**config.mk**
```make
export PLATFORM = sky130hd
export DESIGN_NAME = apb_console_writer
export DESIGN_NICKNAME = d
export VERILOG_FILES = /design/src/rtl/apb_console_writer.sv
export SDC_FILE = /design/constraint.sdc
export NUM_CORES = 1
export LEC_CHECK = 0
export BUFFER_PORTS_ARGS = -buffer_cell sky130_fd_sc_hd__buf_4
export CAP_MARGIN = 20
export CORE_UTILIZATION = 45
export DETAILED_ROUTE_END_ITERATION = 10
export PLACE_DENSITY_LB_ADDON = 0.15
export SLEW_MARGIN = 30
export SYNTH_ARGS = -nofsm -noshare
export SYNTH_HDL_FRONTEND = slang
export SYNTH_SLANG_ARGS = --single-unit
```
**constraint.sdc**
```tcl
create_clock -name clk_i -period 7.15 [get_ports clk_i]
set_input_delay 0.3575 -clock clk_i [delete_from_list [all_inputs] [get_ports clk_i]]
set_output_delay 0.3575 -clock clk_i [all_outputs]
set_load 0.01 [all_outputs]
```
**src/rtl/apb_console_writer.sv**
```systemverilog
// APB initiator for the simulation console: buffers bytes from a valid/ready stream in a
// FIFO and issues one APB write per byte, with wait-state timeout and sticky error reporting.
module apb_console_writer #(
   parameter logic [31:0] CONSOLE_ADDR = 32'h1000_0000,
   parameter int unsigned FIFO_DEPTH   = 8,
   parameter int unsigned TIMEOUT      = 64
) (
   input  logic        clk_i,
   input  logic        rst_i,
   input  logic        byte_valid_i,
   input  logic [7:0]  byte_data_i,
   output logic        byte_ready_o,
   output logic        psel_o,
   output logic        penable_o,
   output logic        pwrite_o,
   output logic [31:0] paddr_o,
   output logic [31:0] pwdata_o,
   input  logic        pready_i,
   input  logic        pslverr_i,
   output logic        busy_o,
   output logic        err_o,
   input  logic        err_clr_i
);

   localparam int unsigned AW = $clog2(FIFO_DEPTH);
   localparam int unsigned CW = $clog2(TIMEOUT);
   localparam logic [AW:0]   PTR_ONE  = (AW+1)'(1);
   localparam logic [CW-1:0] WAIT_ONE = CW'(1);
   localparam logic [CW-1:0] WAIT_MAX = CW'(TIMEOUT - 1);

   typedef enum logic [1:0] {
      S_IDLE,
      S_SETUP,
      S_ACCESS
   } state_t;

   state_t        r_state;
   state_t        w_state_next;
   logic [AW:0]   r_wr_ptr;
   logic [AW:0]   r_rd_ptr;
   logic [AW:0]   w_count;
   logic [7:0]    r_mem [FIFO_DEPTH];
   logic [CW-1:0] r_wait;
   logic          r_err;
   logic          w_empty;
   logic          w_full;
   logic          w_push;
   logic          w_pop;
   logic          w_err_set;
   logic          w_psel;
   logic          w_penable;
   logic          w_timeout;

   assign w_count   = r_wr_ptr - r_rd_ptr;
   assign w_empty   = (r_wr_ptr == r_rd_ptr);
   assign w_full    = (r_wr_ptr[AW] != r_rd_ptr[AW]) &&
                      (r_wr_ptr[AW-1:0] == r_rd_ptr[AW-1:0]);
   assign w_push    = byte_valid_i & ~w_full;
   assign w_timeout = ~pready_i && (r_wait == WAIT_MAX);

   always_comb begin
      w_state_next = r_state;
      w_pop        = 1'b0;
      w_err_set    = 1'b0;
      w_psel       = 1'b0;
      w_penable    = 1'b0;
      case (r_state)
         S_IDLE: begin
            if (!w_empty) w_state_next = S_SETUP;
         end
         S_SETUP: begin
            w_psel       = 1'b1;
            w_state_next = S_ACCESS;
         end
         S_ACCESS: begin
            w_psel    = 1'b1;
            w_penable = 1'b1;
            if (pready_i) begin
               w_pop     = 1'b1;
               w_err_set = pslverr_i;
               // occupancy after this edge: one popped, plus any byte pushed alongside
               w_state_next = ((w_count > PTR_ONE) || w_push) ? S_SETUP : S_IDLE;
            end else if (w_timeout) begin
               w_pop        = 1'b1;
               w_err_set    = 1'b1;
               w_state_next = S_IDLE;
            end
         end
         default: w_state_next = S_IDLE;
      endcase
   end

   always_ff @(posedge clk_i or posedge rst_i) begin
      if (rst_i) begin
         r_state  <= S_IDLE;
         r_wr_ptr <= '0;
         r_rd_ptr <= '0;
         r_wait   <= '0;
         r_err    <= 1'b0;
      end else begin
         r_state <= w_state_next;
         if (w_push) r_wr_ptr <= r_wr_ptr + PTR_ONE;
         if (w_pop)  r_rd_ptr <= r_rd_ptr + PTR_ONE;
         if (w_err_set)      r_err <= 1'b1;
         else if (err_clr_i) r_err <= 1'b0;
         if (w_state_next == S_SETUP)
            r_wait <= '0;
         else if ((r_state == S_ACCESS) && !pready_i && (r_wait != WAIT_MAX))
            r_wait <= r_wait + WAIT_ONE;
      end
   end

   always_ff @(posedge clk_i) begin
      if (w_push) r_mem[r_wr_ptr[AW-1:0]] <= byte_data_i;
   end

   assign byte_ready_o = ~w_full;
   assign psel_o       = w_psel;
   assign penable_o    = w_penable;
   assign pwrite_o     = 1'b1;
   assign paddr_o      = w_psel ? CONSOLE_ADDR : '0;
   assign pwdata_o     = w_psel ? {24'h0, r_mem[r_rd_ptr[AW-1:0]]} : '0;
   assign busy_o       = ~w_empty | (r_state != S_IDLE);
   assign err_o        = r_err;

endmodule

```
; ---- Word level (Yosys, flattened, before mapping)
; Memories as Yosys holds them, arrays and structs flattened.
; Cells that the tools add are included.
[word_totals]
register_bits = 17
ramBits = 64
elab_cells = 55
mem_count = 1
[memory_table]
columns = memory, words, width, read_ports, rd_clocked_by_memory_dff, write_ports, line
row1 = r_mem, 8, 8, 1, 0, 1, 42  ; logic [7:0] r_mem [FIFO_DEPTH];
[op_classes]
addsub = 4
magnitude_cmp = 1
n_eq_ne = 8
n_mux = 20
bitwise_logic = 5
reduce_logical = 11
[ops]
columns = operator, n
row1 = $mux 29, 1
row2 = $mux 1, 12
row3 = $mux 6, 2
row4 = $add 4x1->4 const B, 2
row5 = $mux 8, 1
row6 = $add 6x1->6 const B, 1
row7 = $eq 6x6->1 const B, 1
row8 = $mux 2, 3
row9 = $ne 6x6->1 const B, 1
row10 = $pmux 2 s3, 1
row11 = $reduce_bool 2->1, 3
row12 = $eq 2x1->1 const B, 2
row13 = $eq 4x4->1, 1
row14 = $gt 4x1->1 const B, 1
row15 = $logic_and 1x1->1, 4
row16 = $sub 4x4->4, 1
row17 = $eq 3x3->1, 1
row18 = $not 1->1, 3
row19 = $eq 2x2->1 const B, 1
row20 = $logic_not 2->1, 1
row21 = $reduce_or 2->1, 1
row22 = $and 1x1->1, 1
row23 = $logic_not 1->1, 1
row24 = $logic_or 1x1->1, 1
row25 = other kinds (2), 2

; ---- Depth between registers and ports, before layout
; Gate-level depths: netlist of run 1.
[depth]
ltp_word = 10
depth_mapped = 9
mapped_depth_nobuf = 8

; ---- Worst setup path after synthesis of run 1
; OpenSTA, ideal clock, no wires.
[synth_path]
kind = flip-flop to flip-flop
start = register r_rd_ptr[1]
end = memory r_mem[1][0], enable pin
setup_ps = 383
arrival_time_ps = 2320
required_ps = 6767
setup_slack_ps = 4447
stages_incl_launch_ff = 8
path_buffers = 2
period_less_slack_ps = 2703
path_cell_list = dfrtp_1 clkbuf_1 buf_2 inv_1 ha_1 a41oi_4 nand2_1 nor3_1
[synth_between]
elab_chain_len = 6
[synth_rtl]
columns = item, line
row1 = start: declaration, 40  ; logic [AW:0] r_rd_ptr;
row2 = start signal: assignment, 103  ; if (w_pop) r_rd_ptr <= r_rd_ptr + PTR_ONE;
row3 = $eq 3x3->1, 57  ; (r_wr_ptr[AW-1:0] == r_rd_ptr[AW-1:0]);
row4 = $logic_and 1x1->1, 56  ; assign w_full = (r_wr_ptr[AW] != r_rd_ptr[AW]) &&
row5 = $not 1->1, 58  ; assign w_push = byte_valid_i & ~w_full;
row6 = $and 1x1->1, 58
row7 = $mux 1, 114  ; if (w_push) r_mem[r_wr_ptr[AW-1:0]] <= byte_data_i;
row8 = $mux 1 (implied by the code), 114
row9 = end: declaration, 42
; Every way passes these cells.

; ---- Final worst setup path of run 1
[layout_path]
start = register r_rd_ptr[1]
end = memory r_mem[7][4], enable pin
; Same word-level chain as after synthesis.

==> results of run 1 <==
## worst max-delay path: cells and delay by family (launching register included)
| family | cells | cell delay, ps |
|---|---|---|
| buf+inv | 1 | 110 |
| compound gates | 1 | 270 |
| simple gates | 2 | 850 |
| flops | 1 | 890 |
| fa+ha+maj | 1 | 370 |
## metrics by stage
| stage | worst slack [ps] | power [mW] | area (sq um) | cells |
|---|---|---|---|---|
| floorplan | 4450 | 1.15 | 4130 | 332 |
| CTS | 4200 | 1.71 | 4250 | 419 |
| finish | 4310 | 1.68 | 4250 | 419 |
| global placement | 4060 | 1.33 | 4010 | 403 |
| global route | 4030 | 1.80 | 4250 | 419 |
| detailed placement | 4220 | 1.34 | 4020 | 403 |
## path summary, 6_finish.rpt
check / endpoint / startpoint / depth (start not counted) / slack (ps)
max: r_mem[7][4] / r_rd_ptr[1] / 5 / 4310
min: r_wait[3] / rst_i / 2 / 90
max reg2reg: r_mem[7][4] / r_rd_ptr[1] / 5 / 4310
min reg2reg: r_rd_ptr[3] / r_rd_ptr[3] / 1 / 520
max in group asynchronous: r_wr_ptr[1] / rst_i / 2 / 6630
min in group clk_i: err_o / err_clr_i / 2 / 220
## metal layers
metal / GRT usage, % / wire length, um / up-vias
met4: 6.94 / 135 / 0
met1: 22.8 / 3100 / 999
met3: 4.31 / 348 / 12
met2: 27.0 / 3350 / 79
met5: 0 / 0 / -
li1: - / - / 943
## cells in the final DEF (no fill, tap or decap), types with 4 or more instances in the layout
cell,n
nand3_1,4
inv_1,9
clkbuf_8,9
xor2_1,7
nor2_1,11
a21oi_1,7
edfxtp_1,64
mux4_2,16
dfrtp_1,17
buf_4,28
xnor2_1,5
conb_1,56
ha_1,9
nand2_1,30
a21boi_0,8
## cell families (layout without fill, tap and decap cells)
group	count (synthesis)	after routing	share of synthesized area, %
adders and majority gates	10	10	3.38
DFF	81	81	59.8
buffers and inverters	72	54	12.5
xor gates and xnor gates	13	13	3.09
muxes	18	18	9.73
and+or+nand+nor	56	56	6.19
other	2	56	0.191
AOI/OAI and AO/OA	26	26	5.07
## cell usage after synthesis (all sizes together), types with 2 or more instances
cell type / count / area share [%]
edfxtp: 64 / 49
inv: 10 / 0.96
nand3: 4 / 0.51
ha: 9 / 2.9
nor2: 11 / 1.1
nand4: 2 / 0.32
o21ai: 4 / 0.51
a21boi: 8 / 1.5
mux4: 16 / 9.2
xor2: 8 / 2.0
nand2: 30 / 2.9
a21oi: 7 / 0.89
nor3: 2 / 0.26
clkbuf: 2 / 0.19
dfrtp: 17 / 11
nor2b: 3 / 0.48
buf: 60 / 11
xnor2: 5 / 1.1
conb: 2 / 0.19
## layout make-up
class                   instances  area [sq um]
clock buffers                   9           124
flip-flops and latches         81          2350
clock inverters                 7           101
fillers                       716          4090
multi-input cells             179          1300
inverters                      10          37.5
well taps                     105           131
repair buffers                 28           210
## power by group through the flow
stage	clock [mW]	combinational, mW	sequential (mW)
detailed placement	0	0.647	0.691
finish	0.370	0.633	0.678
CTS	0.379	0.649	0.680
global placement	0	0.639	0.687
floorplan	0	0.504	0.646
global route	0.401	0.708	0.691
## registers in the layout (all words and copies together) (netlist names)
signal	flops
r_wait	6
r_wr_ptr	4
r_rd_ptr	4
err_o	1
r_mem	64
r_state	2
==> summary.txt, run 1 <==
Timing
  • Fmax: 352 MHz
  • Slew at the pin closest to its max-slew limit: between 800 and 900 ps
  • Max-slew violations: 0
  • Slew HR: 44.5%
  • Final Setup Violations: 0
  • RSZ-0062 raised after global routing: false
  • Fin crit share: between 30 and 40%
  • Skew final: 10.2 ps
  • Final TNS setup: 0 ps
  • Endpoints failing hold: 0
  • Fin crit period: 2840 ps
  • Worst hold slack: 87.9 ps

Power
  • Internal: 1.09 mW
  • Max IR drop VDD: between 0.1 and 0.15 mV
  • Clock Power Share: between 20% and 30%
  • Sw Ratio: 35.0%
  • Seq pwr share: 40.3%
  • Gate power share: between 30 and 40%
  • NetSw: 589 uW
  • Pwr/cell area: 396 mW/mm^2
  • Static Leakage: 1.66 nW

Floorplan
  • DIE WIDTH: 95.4 um
  • Cell row count: 33
  • Top Ports: 84
  • DIE AREA: a little over 0.009 sq mm
  • Core area: 0.00834 sq mm
  • Initial Util: between 40% and 50%
  • Chip height: 95.4 um

Worst setup path
  • Crit. End Element: flip-flop
  • CP Max Fanout: 21
  • Slowest cell on crit path: dfrtp_1
  • Largest stage delay, worst path: 890 ps
  • Worst path arrival time: between 2000 and 3000 ps
  • CP Data Required Time: 7130 ps
  • CP Cell Sequence: inv_1 -> ha_1 -> a41oi_4 -> nand2_1 -> nor2_1
  • CP startpoint kind: flip-flop
  • CP Class: flip-flop to flip-flop

Synthesis
  • Library cells used by synthesis: 37
  • Register bit total from synthesis: 81
  • Avg Cell Area, Syn: approximately 14 sq um
  • Seq/Total Area, Yosys: 59.8%
  • Netlist Area Pre-Place: 0.00392 sq mm
  • Cells after Synth: 278
  • Synth Flop Type: edfxtp_1
  • FFs w/ async S/R, synth: 21.0%
  • Post-synth EDFFs: 64
  • Yosys warns: 0

Detailed routing
  • Drt via density: 4.85
  • DR iter-0 viols: about 120
  • Vias: 2033
  • WL/cell: around 17 um
  • Post-route DRC: 0
  • Routed wire length: 6940 um
  • Number of routed nets with antenna violations: 0
  • First drt pass iteration count: 4

Clocking
  • Clock transition at the registers of the reported paths: 80 ps
  • Clock insertion delay at the later pin of the skew report: about 350 ps
  • CTS root buf: clkbuf_8
  • H-tree depth: 3
  • Cells resized by post-CTS repair: 0
  • CTS tree: built
  • Clock Path Buffers: 2
  • Hold-fix buffers at CTS: 0
  • Post-CTS Setup Bufs: 0
  • CTS Buf Count: 9
  • CTS sink cnt: between 80 and 90

Global routing
  • First-pass GRT wire length: 10600 um
  • Pin count of the biggest net entering global routing: 22
  • Global-route usage over all layers: 17.2%
  • Vias in the first global route: 1944
  • Overflow after GRT: 0
  • Initial antenna violation count: 0

Place
  • Port Buffers: 27
  • Post-DP HPWL: 4990 um
  • Final Wtd Congestion: 0.787

Layout
  • Area Growth Syn to Fin: 8.33%
  • Share of layout cells above drive strength 1: 21.7%
  • Nets: about 330
  • Number of diodes: 0
  • Core Util, Final: 50.9%

Run status
  • Status: completed

Hold path
  • Min-Delay Path Class: input port to async pin

Flow run
  • MaxCap Viol Count: 0
(Power assumes the default switching activity.)
==> inputs of run 2 (changes only) <==
==> constraint.sdc (replaced) <==
create_clock -name clk_i -period 2.8 [get_ports clk_i]
set_input_delay 0.14 -clock clk_i [delete_from_list [all_inputs] [get_ports clk_i]]
set_output_delay 0.14 -clock clk_i [all_outputs]
set_load 0.01 [all_outputs]
==> run 2 against run 1 <==
Against the previous run:
- die area stayed put
- largest power group is now combinational cells
- clock power up 120%
- critical endpoint is now r_mem[0][5]
- routed wire length is 0.32% lower
- critical path type unchanged
==> summary.txt, run 2 (synthesis gave the netlist of run 1 again) <==
Clocking
  • CTS root buf: clkbuf_8 (unchanged)
  • Clock insertion delay at the later pin of the skew report: 340 ps (was 350 ps)
  • Clock transition at the registers of the reported paths: 80 ps (about the same)
  • Hold-fix buffers at CTS: 2 (was 0)
  • CTS tree: built (unchanged)
  • CTS sink cnt: 81 (unchanged)
  • Post-CTS Setup Bufs: 0 (unchanged)
  • Clock Path Buffers: 2 (unchanged)
  • Cells resized by post-CTS repair: 0 (unchanged)
  • H-tree depth: 3 (unchanged)
  • CTS Buf Count: 9 (unchanged)

Detailed routing
  • Post-route DRC: 0 (unchanged)
  • Vias: 2104 (was 2033)
  • Number of routed nets with antenna violations: 0 (unchanged)
  • WL/cell: 15.9 um (was 16.6 um)
  • Drt via density: 4.83 (was 4.85)
  • DR iter-0 viols: 121 (was 118)
  • First drt pass iteration count: 4 (unchanged)
  • Routed wire length: 6910 um (was 6940 um)

Worst setup path
  • CP startpoint kind: flip-flop (unchanged)
  • CP Max Fanout: 10 (was 21)
  • Worst path arrival time: 2240 ps (was 2820 ps)
  • CP Cell Sequence: inv_2 -> ha_1 -> a41oi_4 -> nand2_1 -> nor3_1 -> buf_4 (was inv_1 -> ha_1 -> a41oi_4 -> nand2_1 -> nor2_1)
  • Worst R2R Path Depth: 6 (was 5)
  • CP Class: flip-flop to flip-flop (unchanged)
  • Crit. End Element: flip-flop (unchanged)
  • CP Data Required Time: 2860 ps (was 7130 ps)
  • Worst r2r src: r_rd_ptr[2] (was r_rd_ptr[1])
  • Largest stage delay, worst path: 390 ps (was 890 ps)
  • Worst R2R End: r_mem[0][5] (was r_mem[7][4])
  • Slowest cell on crit path: dfrtp_1 (unchanged)
  • Reg2reg setup slack: 620 ps (was 4310 ps)

Power
  • Pwr/cell area: 985 mW/mm^2 (was 396 mW/mm^2)
  • Static Leakage: 1.73 nW (was 1.66 nW)
  • Max IR drop VDD: 0.528 mV (was 0.147 mV)

Timing
  • Final TNS setup: 0 ps (unchanged)
  • Final worst slack: 621 ps (was 4310 ps)
  • Skew final: 9.05 ps (was 10.2 ps)
  • RSZ-0062 raised after global routing: false (unchanged)
  • Final Setup Violations: 0 (unchanged)
  • Fin crit share: 77.8% (was 39.8%)
  • Fin crit period: 2180 ps (was 2840 ps)
  • Slew HR: 53.5% (was 44.5%)
  • Max-slew violations: 0 (unchanged)
  • Slew at the pin closest to its max-slew limit: 697 ps (was 832 ps)
  • Fmax: 459 MHz (was 352 MHz)
  • Endpoints failing hold: 0 (unchanged)

Hold path
  • Hold Path Sink: r_mem[6][1]
  • Min-Delay Path Class: input port to flip-flop (was input port to async pin)
  • Hold path startpoint: byte_data_i[1]
  • Hold depth: 1

Floorplan
  • Top Ports: 84 (unchanged)
  • DIE WIDTH: 95.4 um (unchanged)
  • Cell row count: 33 (unchanged)
  • Initial Util: 47.0% (unchanged)
  • Chip height: 95.4 um (unchanged)
  • DIE AREA: 0.00909 sq mm (unchanged)
  • Core area: 0.00834 sq mm (unchanged)

Layout
  • Nets: 350 (was 333)
  • Most common cell after layout, fill and taps aside: edfxtp_1 (unchanged)
  • Area Growth Syn to Fin: 10.5% (was 8.33%)
  • Multi-input gate area: 0.00129 sq mm (was 0.00130 sq mm)
  • Number of diodes: 0 (unchanged)
  • Largest register FFs: 64 (unchanged)
  • Share of layout cells above drive strength 1: 23.6% (was 21.7%)
  • # fillers: 727 (was 716)
  • Reg area: 0.00235 sq mm (unchanged)
  • Most frequent cells in the layout: 64 x edfxtp_1, 56 x conb_1, 43 x buf_4 (was 64 x edfxtp_1, 56 x conb_1, 30 x nand2_1)

Place
  • Post-DP HPWL: 4740 um (was 4990 um)
  • Final Wtd Congestion: 0.738 (was 0.787)
  • Pre-CTS setup slack: 633 ps (was 4220 ps)
  • Port Buffers: 27 (unchanged)

Global routing
  • Pin count of the biggest net entering global routing: 20 (was 22)
  • Global-route usage over all layers: 17.0% (was 17.2%)
  • Vias in the first global route: 2046 (was 1944)
  • First-pass GRT wire length: 10800 um (was 10600 um)
  • Overflow after GRT: 0 (unchanged)
  • Initial antenna violation count: 0 (unchanged)

Flow run
  • MaxCap Viol Count: 0 (unchanged)

Run status
  • Status: completed (unchanged)
[run 2: cell count changes in the layout (fill, tap and decap cells not counted)]
cell / delta
bufinv_16: -1
clkinvlp_4: -1
nor3_2: -2
buf_4: +15
nor3_1: +2
inv_8: -1
clkinv_4: +1
clkbuf_1: +2
clkinv_1: +1
inv_6: -1
dlygate4sd3_1: +2
[run 2: final cells by class]
type                            count  area share, %
Tap cell                          105           3.03
Sequential cell                    81           54.2
Timing Repair Buffer               45           7.91
Multi-Input combinational cell    179           29.7
Inverter                           10          0.866
Clock inverter                      5           1.30
Clock buffer                       11           3.03
[run 2: metrics by stage]
step           total power [mW]  hold slack (ps)  instance area (sq um)  utilization, %  std cells
2_1_floorplan              2.94             66.1                   4130               -        332
3_3_place_gp               3.48              277                   4130            49.5        418
3_5_place_dp               3.51              284                   4130            49.5        418
4_1_cts                    4.32             14.7                   4330            52.0        436
5_1_grt                    4.55             9.90                   4330            52.0        436
6_report                   4.27             30.2                   4330            52.0        436
[run 2: per-layer routing]
layer  part of all wire [%]  routed length [um]  up-vias  track usage [%]
met5                      0                   0        -                0
met2                     49                3380       73             26.7
met3                    3.8                 261        7             4.78
met4                   0.94                  65        0             4.92
li1                       -                   -      978                -
met1                     46                3200     1046             23.0
[run 2: power breakdown]
| part | switching [mW] | internal [mW] |
|---|---|---|
| Sequential | 0.123 | 1.53 |
| Combinational | 0.996 | 0.806 |
| Clock | 0.398 | 0.411 |
| Total | 1.52 | 2.75 |
[run 2: worst max-delay path by stage]
stage / from / endpoint / slack, ps / cells after the start
global placement: r_rd_ptr[2] / r_mem[1][5] / 690 / 6
CTS: r_rd_ptr[2] / r_mem[0][5] / 610 / 6
finish: r_rd_ptr[2] / r_mem[0][5] / 620 / 6
global route: r_rd_ptr[2] / r_mem[0][6] / 440 / 6
floorplan: r_rd_ptr[1] / r_mem[1][0] / 100 / 7
detailed placement: r_rd_ptr[2] / r_mem[0][5] / 630 / 6
[run 2: critical path: cells and delay by family, from the launching register on]
kind,cells,cell delay (ps)
simple gates,2,400
buf+inv,2,400
fa+ha+maj,1,350
flops,1,390
compound gates,1,350
